File: src/rtl/vector_fetch_pkg.sv
// Shared types, default widths and helpers for the vector fetch engine.
// Counters assume widths of 32 bits or fewer.
package vector_fetch_pkg;

    localparam int DEF_ADDR_W         = 32;
    localparam int DEF_DATA_W         = 32;
    localparam int DEF_CNT_W          = 16;
    localparam int DEF_TIMEOUT_CYCLES = 64;

    typedef enum logic [2:0] {
        ST_IDLE  = 3'd0,
        ST_POP   = 3'd1,
        ST_LATCH = 3'd2,
        ST_ISSUE = 3'd3,
        ST_WAIT  = 3'd4,
        ST_PUSH  = 3'd5,
        ST_DONE  = 3'd6
    } fetch_state_t;

    // Increment v, holding at the all-ones value of a w-bit counter.
    function automatic logic [31:0] sat_inc(input logic [31:0] v, input int unsigned w);
        logic [31:0] max_v;
        max_v = (w >= 32) ? 32'hFFFF_FFFF : ((32'd1 << w) - 32'd1);
        return (v >= max_v) ? v : v + 32'd1;
    endfunction

endpackage

File: src/rtl/sat_counter.sv
// Saturating event counter with synchronous clear.
module sat_counter
    import vector_fetch_pkg::*;
#(
    parameter int CNT_W = DEF_CNT_W
) (
    input  logic             clk,
    input  logic             reset,
    input  logic             i_inc,
    input  logic             i_clear,
    output logic [CNT_W-1:0] o_cnt
);

    logic [CNT_W-1:0] r_cnt;

    always_ff @(posedge clk) begin
        if (reset || i_clear) begin
            r_cnt <= '0;
        end else if (i_inc) begin
            r_cnt <= CNT_W'(sat_inc(32'(r_cnt), CNT_W));
        end
    end

    assign o_cnt = r_cnt;

endmodule

File: src/rtl/vector_fetch_engine.sv
// Pops vector addresses, issues one single-beat memory read per address and
// pushes the returned word into the vector FIFO, with progress/error status.
module vector_fetch_engine
    import vector_fetch_pkg::*;
#(
    parameter int ADDR_W         = DEF_ADDR_W,
    parameter int DATA_W         = DEF_DATA_W,
    parameter int TIMEOUT_CYCLES = DEF_TIMEOUT_CYCLES,
    parameter int CNT_W          = DEF_CNT_W
) (
    input  logic              clk,
    input  logic              reset,
    input  logic              run_program,
    input  logic              end_program,
    input  logic [ADDR_W-1:0] addr_fifo_dout,
    input  logic              addr_fifo_empty,
    output logic              addr_fifo_rd,
    output logic              mem_rd,
    output logic [ADDR_W-1:0] mem_rd_addr,
    input  logic [DATA_W-1:0] mem_rd_data,
    input  logic              mem_rd_data_val,
    output logic [DATA_W-1:0] vctr_fifo_din,
    output logic              vctr_fifo_wr,
    input  logic              vctr_fifo_full,
    output logic              fetch_active,
    output logic              fetch_done,
    output logic              timeout_err,
    output logic [CNT_W-1:0]  fetch_cnt,
    output logic [CNT_W-1:0]  stall_cnt
);

    localparam int TO_W = (TIMEOUT_CYCLES > 1) ? $clog2(TIMEOUT_CYCLES) : 1;
    localparam logic [TO_W-1:0] TO_LAST = TO_W'(TIMEOUT_CYCLES - 1);

    fetch_state_t      r_state;
    fetch_state_t      w_next;
    logic [ADDR_W-1:0] r_addr_q;
    logic [DATA_W-1:0] r_data;
    logic [TO_W-1:0]   r_to_cnt;
    logic              r_addr_rd;
    logic              r_mem_rd;
    logic              r_push;
    logic              r_active;
    logic              r_done;
    logic              r_timeout_err;
    logic              w_to_hit;
    logic              w_push_fire;
    logic              w_stall;

    assign w_to_hit    = (r_state == ST_WAIT) && !mem_rd_data_val && (r_to_cnt == TO_LAST);
    // The push strobe must see the current full flag, so it is qualified
    // combinationally by the registered PUSH-state bit.
    assign w_push_fire = r_push && !vctr_fifo_full;
    assign w_stall     = r_push && vctr_fifo_full;

    always_comb begin
        w_next = r_state;
        case (r_state)
            ST_IDLE: begin
                if (end_program) begin
                    w_next = ST_DONE;
                end else if (run_program && !addr_fifo_empty) begin
                    w_next = ST_POP;
                end
            end
            ST_POP:   w_next = ST_LATCH;
            ST_LATCH: w_next = ST_ISSUE;
            ST_ISSUE: w_next = ST_WAIT;
            ST_WAIT: begin
                if (mem_rd_data_val) begin
                    w_next = ST_PUSH;
                end else if (w_to_hit) begin
                    w_next = ST_IDLE;
                end
            end
            ST_PUSH: begin
                if (!vctr_fifo_full) begin
                    w_next = ST_IDLE;
                end
            end
            ST_DONE: begin
                if (!run_program && !end_program) begin
                    w_next = ST_IDLE;
                end
            end
            default:  w_next = ST_IDLE;
        endcase
    end

    always_ff @(posedge clk) begin
        if (reset) begin
            r_state       <= ST_IDLE;
            r_addr_rd     <= 1'b0;
            r_mem_rd      <= 1'b0;
            r_push        <= 1'b0;
            r_active      <= 1'b0;
            r_done        <= 1'b0;
            r_addr_q      <= '0;
            r_data        <= '0;
            r_to_cnt      <= '0;
            r_timeout_err <= 1'b0;
        end else begin
            r_state   <= w_next;
            r_addr_rd <= (w_next == ST_POP);
            r_mem_rd  <= (w_next == ST_ISSUE);
            r_push    <= (w_next == ST_PUSH);
            r_active  <= (w_next != ST_IDLE) && (w_next != ST_DONE);
            r_done    <= (w_next == ST_DONE);
            if (r_state == ST_LATCH) begin
                r_addr_q <= addr_fifo_dout;
            end
            if ((r_state == ST_WAIT) && mem_rd_data_val) begin
                r_data <= mem_rd_data;
            end
            if (r_state == ST_ISSUE) begin
                r_to_cnt <= '0;
            end else if ((r_state == ST_WAIT) && !w_to_hit) begin
                r_to_cnt <= r_to_cnt + 1'b1;
            end
            if (w_to_hit) begin
                r_timeout_err <= 1'b1;
            end
        end
    end

    sat_counter #(.CNT_W(CNT_W)) u_fetch_cnt (
        .clk     (clk),
        .reset   (reset),
        .i_inc   (w_push_fire),
        .i_clear (1'b0),
        .o_cnt   (fetch_cnt)
    );

    sat_counter #(.CNT_W(CNT_W)) u_stall_cnt (
        .clk     (clk),
        .reset   (reset),
        .i_inc   (w_stall),
        .i_clear (1'b0),
        .o_cnt   (stall_cnt)
    );

    assign addr_fifo_rd  = r_addr_rd;
    assign mem_rd        = r_mem_rd;
    assign mem_rd_addr   = r_addr_q;
    assign vctr_fifo_din = r_data;
    assign vctr_fifo_wr  = w_push_fire;
    assign fetch_active  = r_active;
    assign fetch_done    = r_done;
    assign timeout_err   = r_timeout_err;

endmodule
File: config.mk
export PLATFORM = sky130hd
export DESIGN_NAME = vector_fetch_engine
export DESIGN_NICKNAME = d
export VERILOG_FILES = /design/src/rtl/vector_fetch_pkg.sv /design/src/rtl/sat_counter.sv /design/src/rtl/vector_fetch_engine.sv
export SDC_FILE = /design/constraint.sdc
export NUM_CORES = 1
export LEC_CHECK = 0
export BUFFER_PORTS_ARGS = -buffer_cell sky130_fd_sc_hd__buf_2
export CORE_MARGIN = 2
export CORE_UTILIZATION = 30
export CTS_CLUSTER_SIZE = 24
export DETAILED_ROUTE_END_ITERATION = 8
export MAX_ROUTING_LAYER = met4
export PLACE_DENSITY = 0.54
export RECOVER_POWER = 100
export SETUP_SLACK_MARGIN = 0.05
export SYNTH_ARGS = -nofsm -noshare
export SYNTH_HDL_FRONTEND = slang
export SYNTH_HIERARCHICAL = 1
export SYNTH_SLANG_ARGS = --single-unit
File: constraint.sdc
create_clock -name clk -period 2.6 [get_ports clk]
set_clock_uncertainty 0.2 [all_clocks]
set_input_delay 0.13 -clock clk [delete_from_list [all_inputs] [get_ports clk]]
set_output_delay 0.13 -clock clk [all_outputs]
set_load 0.02 [all_outputs]
# Word-level counts from Yosys, hierarchy flattened
# Cells that the tools add are included.
# totals
regBits	111
input_bits	71
out_inout_bits	102
elab_cells	58
# op_classes
n_addsub	3
n_lt_le_gt_ge	2
n_eq_ne	12
n_mux	7
n_bitwise	2
n_reduce_logical	20
# ops
cell	n
16-bit by 1-bit adder with 16-bit output (second input constant)	2
16-bit greater-or-equal comparator (second input constant)	2
3-bit case mux with 7 select lines	1
3-bit two-way mux	6
3-bit == test (second input constant)	5
3-bit by 2-bit == test with 1-bit output (second input constant)	3
1-bit logical AND	9
6-bit by 1-bit adder with 6-bit output (second input constant)	1
3-bit by 1-bit == test with 1-bit output (second input constant)	2
6-bit == test (second input constant)	1
1-bit zero test	6
2-bit AND reduction	2
3-bit zero test	1
3-bit inequality test (second input constant)	1
3-bit nonzero test	1
1-bit NOT	2
2-bit OR reduction	1

# Longest topological paths before layout
# logic_depth
word_depth	8
ltp_mapped	7
depth_no_buf	5

# Modules after synthesis
# Netlist, hierarchy kept.
# modules_own_cells
mod	n_inst	cells_each	area_per_inst_um2	seq_area_each_um2
vector_fetch_engine	1	360	2915.3	1581.5
sat_counter	2	97	815.8	320.3

# Worst setup path before layout
# No wires, ideal clock.
# synth_timing
path_kind	reg2reg
from	register r_push
to	register u_fetch_cnt.r_cnt[15], in the netlist u_fetch_cnt/o_cnt[15]
setup_ns	0.070
arrival_time_ns	2.157
required_time_ns	2.330
setup_slack_ns	0.173
stages_incl_launch_ff	7
path_buffers	1
cell_sequence	dfxtp_1 -> nor2b_1 -> and3_1 -> or3b_1 -> clkbuf_2 -> or4_1 -> a21oi_1
# synth_between
elab_chain_cells	2
# synth_rtl
element	line	rtl
start: declaration	vector_fetch_engine.sv:42	logic r_push;
start signal: assignment	vector_fetch_engine.sv:106	r_push <= (w_next == ST_PUSH);
1-bit logical AND	vector_fetch_engine.sv:53	assign w_push_fire = r_push && !vctr_fifo_full;
net vctr_fifo_wr	vector_fetch_engine.sv:23	output logic vctr_fifo_wr,
2-bit AND reduction (no line)	-	
end signal: assignment	sat_counter.sv:20	r_cnt <= CNT_W'(sat_inc(32'(r_cnt), CNT_W));
end: declaration	sat_counter.sv:14	logic [CNT_W-1:0] r_cnt;
# The timed path passes the listed nets, and every way through them passes these cells.
# A chain may end at the register's enable or synchronous reset.

# Worst setup path after layout
# layout_timing
from	register r_push
to	register u_stall_cnt.r_cnt[15], in the netlist u_stall_cnt/o_cnt[15]
# layout_between
elab_chain_cells	2
# layout_rtl
element	line	rtl
1-bit logical AND	vector_fetch_engine.sv:54	assign w_stall = r_push && vctr_fifo_full;
net w_stall	vector_fetch_engine.sv:48	logic w_stall;
2-bit AND reduction (no line)	-	
end signal: assignment	sat_counter.sv:20	
end: declaration	sat_counter.sv:14	
# The timed path passes the listed nets, and every way through them passes these cells.

==> metrics.log <==
[metrics] most frequent standard cell in the layout excluding fill and tap cells: sky130_fd_sc_hd__nand2_1
[metrics] ys async rst share: 0%
[metrics] CP max stage delay: 500 ps
[metrics] count of synthesis-stage warnings from yosys: 6
[metrics] CTS clk-pin slew, worst paths: 70 ps
[metrics] Crit path max-delay family: simple AND/OR/NAND/NOR gates
[metrics] combinational share of power: 18.6%
[metrics] Area contributors post-synth: sky130_fd_sc_hd__dfxtp_1 49%, sky130_fd_sc_hd__nand2_1 12%, sky130_fd_sc_hd__a21oi_1 9.5%
[metrics] LEAKAGE: 2.28 nW
[metrics] critical setup path kind: flip-flop to flip-flop
[metrics] area of the die: 0.0162 sq mm
[metrics] CTS tree: yes
[metrics] power density cells: 622 mW/mm^2
[metrics] height of the die: 127 microns
[metrics] drt drc: 0
[metrics] floorplan row count: 44
[metrics] buffers from clock root to sink, at most: 2
[metrics] number of antenna violations at the first check in global routing: 0
[metrics] Setup TNS Final: 0 ps
[metrics] DR WL/cell: 14.0 microns
[metrics] first-pass GRT wire length: 22,300 microns
[metrics] number of nets in the final layout: 858
[metrics] total wire length: 13,600 microns
[metrics] commonest register cell after synthesis: sky130_fd_sc_hd__dfxtp_1
[metrics] critical path peak fanout: 8
[metrics] setup repair after global routing missed its margin: false
[metrics] run status: complete, no violations
[metrics] part of the Yosys area used for sequential elements: 48.9%
[metrics] Avg Synthesized Cell Area: 8.21 sq um
[metrics] final critical path time including I/O delays and setup: 2260 ps
[metrics] number of I/O port buffers: 172
[metrics] Sw Share: 30.6%
[metrics] part of the power in registers: 47.9%
[metrics] Post-Syn Area: 0.00455 sq mm
[metrics] Net Sw Power: 1.21 mW
[metrics] Area Growth Syn to Fin: 39.9%
[metrics] source-to-sink clock delay at the later pin of the worst-skew pair: 350 ps
[metrics] internal power summed over all cells: 2.75 mW
[metrics] sink count of the clock tree: 111
[metrics] startpoint kind of the worst setup timing path: flip-flop
[metrics] number of primary I/O pins: 173
[metrics] count of flip-flops with a built-in enable after synthesis: 0
[metrics] number of instances in the synthesized netlist: 554
[metrics] Final period util: 86.7%
[metrics] CP bufs+invs: 0
[metrics] via count of the first global-routing pass: 4,681
[metrics] worst vdd rail ir drop: 0.307 mV
[metrics] dominant cell type by area after synthesis: sky130_fd_sc_hd__dfxtp_1
[metrics] filler cell count: 1,482
[metrics] hold crit path type: primary input to flip-flop
[metrics] vias post-DR: 4,739
[metrics] antenna violation net count after detailed routing: 0
[metrics] placeable core region: 0.0146 sq mm
[metrics] residual overflow from global routing: 0
[metrics] Worst Hold Slack: 41.0 ps
[metrics] All-Layer GR Usage: 17.4%
[metrics] area of all placed cells without fillers: 0.00636 sq mm
[metrics] 1st-pass router iterations: 4
[metrics] post-synth cell types: 49
[metrics] number of failing setup endpoints in the final timing report: 0
[metrics] Resized cells post-CTS: 0
[metrics] Hold Violations, Final: 0
[metrics] actual slew at the worst max-slew pin: 1160 ps
[metrics] RePlAce Congestion: 0.844
[metrics] HPWL after DPL: 9150 microns
[metrics] crit path DAT: 2340 ps
[metrics] element type at the critical path end: flip-flop
[metrics] antenna fix cells: 0
[metrics] number of clock buffers inserted by TritonCTS: 9
[metrics] Crit path required time: 2680 ps
[metrics] average via count per standard cell: 4.87
[metrics] cell chain of the critical path: and2_0 -> and3_1 -> or3b_1 -> or4_1 -> a21oi_1
[metrics] Die X: 127 microns
[metrics] maximum clock frequency: 0.443 GHz
[metrics] clock network fraction of design power: 33.5%
[metrics] Relative slew margins: 22.4%
[metrics] largest net degree at the start of global routing: 52
[metrics] fraction of final layout cells with drive strength greater than 1: 13.1%
[metrics] Max-cap violations: 0
[metrics] pins over their slew limit: 0
[metrics] clock root buffer: sky130_fd_sc_hd__clkbuf_16
[metrics] DR iter-0 viols: 224
[metrics] share of Yosys cell area claimed by the top area cell type: 48.9%
[metrics] starting density of the core: 31.0%
[metrics] commonest non-fill, non-tap cells in the layout: 143 x sky130_fd_sc_hd__nand2_1, 111 x sky130_fd_sc_hd__dfxtp_1, 105 x sky130_fd_sc_hd__clkbuf_1, 86 x sky130_fd_sc_hd__a21oi_1, 70 x sky130_fd_sc_hd__buf_2
[metrics] Slowest-stage cell, CP: sky130_fd_sc_hd__or4_1
[metrics] synthesized flop and latch total: 111
[metrics] area post-placement: 0.00557 sq mm
[metrics] number of H-tree levels: 3
## Yosys cell counts (all sizes together), types with 2 or more instances
library cell,count
nor4,5
or2,4
nor3b,2
or3b,2
nor3,11
o311ai,2
nor2,27
mux2i,8
nand3,20
nor2b,2
ha,3
a21oi,86
o211a,2
nand2,143
or3,9
nand3b,2
dfxtp,111
inv,8
or4,9
nand2b,2
and2,2
and3,4
o21ai,16
o41ai,4
clkbuf,20
o211ai,2
nand4,12
o31ai,9
and4,2
xor2,5
buf,10
## what timing repair did
action	CTS	global route
hold buffers	65	0
buffers inserted	0	0
endpoints found under the hold margin	65	0
## worst reg2reg max path: cells and delay by family, from the launching register on
family | cells | cell delay [ps]
and+or+nand+nor | 4 | 1540
DFF | 1 | 320
AOI/OAI and AO/OA | 1 | 140
## cells by family after synthesis
kind of cell / count (synthesis) / share of synthesized area [%]
flops: 111 / 48.9
other cells: 1 / 0.0825
compound gates: 126 / 16.1
buf+inv: 38 / 3.74
simple gates: 261 / 27.4
fa+ha+maj: 3 / 0.826
xor+xnor: 5 / 0.963
mux: 9 / 2.01
## worst paths after layout
kind | from | endpoint | slack, ps | cells past startpoint
hold reg to reg | vctr_fifo_din[27]$_SDFFE_PP0P_ | vctr_fifo_din[27]$_SDFFE_PP0P_ | 260 | 2
setup / recovery | r_push$_SDFF_PP0_ | u_stall_cnt/o_cnt[15]$_SDFFE_PP0P_ | 340 | 5
hold / removal | reset | r_state[2]$_SDFF_PP0_ | 40 | 2
setup reg to reg | r_push$_SDFF_PP0_ | u_stall_cnt/o_cnt[15]$_SDFFE_PP0P_ | 340 | 5
## sequential cells by signal (all words and copies together) (netlist names), 3 cells and up
signal / cells
mem_rd_addr: 32
vctr_fifo_din: 32
u_fetch_cnt/o_cnt: 16
u_stall_cnt/o_cnt: 16
r_to_cnt: 6
r_state: 3
## routing by layer
layer | up-vias | share of wire (%) | global-route usage, %
li1 | 2380 | - | -
met1 | 2185 | 44 | 20.4
met2 | 155 | 48 | 28.7
met3 | 19 | 7.0 | 5.07
met4 | 0 | 1.8 | 5.88
met5 | - | 0 | -
## power by group through the flow
| stage | combinational, mW | clock, mW | sequential [mW] |
|---|---|---|---|
| after floorplan | 0.349 | 0 | 2.03 |
| after global placement | 0.679 | 0 | 1.92 |
| after detailed placement | 0.691 | 0 | 1.93 |
| after CTS | 0.766 | 1.37 | 1.89 |
| after global routing | 0.812 | 1.44 | 1.91 |
| final | 0.738 | 1.33 | 1.90 |
## metrics by stage
stage / setup slack, ps / instances / utilization, % / total power [mW]
after floorplan: 173 / 559 / - / 2.38
after global placement: 482 / 892 / 38.0 / 2.60
after detailed placement: 435 / 892 / 38.0 / 2.62
after CTS: 420 / 973 / 44.4 / 4.03
after global routing: 151 / 973 / 43.4 / 4.17
final: 345 / 973 / 43.4 / 3.96
## layout make-up
cell class              instances  area (sq um)  share of cell area [%]
inverters                       8          30.0                   0.472
multi-input cells             410          2170                    34.1
repair buffers                244          1430                    22.4
clock buffers                   9           225                    3.54
flip-flops and latches        111          2220                    34.9
clock inverters                 7          56.3                   0.885
well taps                     184           230                    3.62
Note: power is estimated with default switching activity, not from simulation.
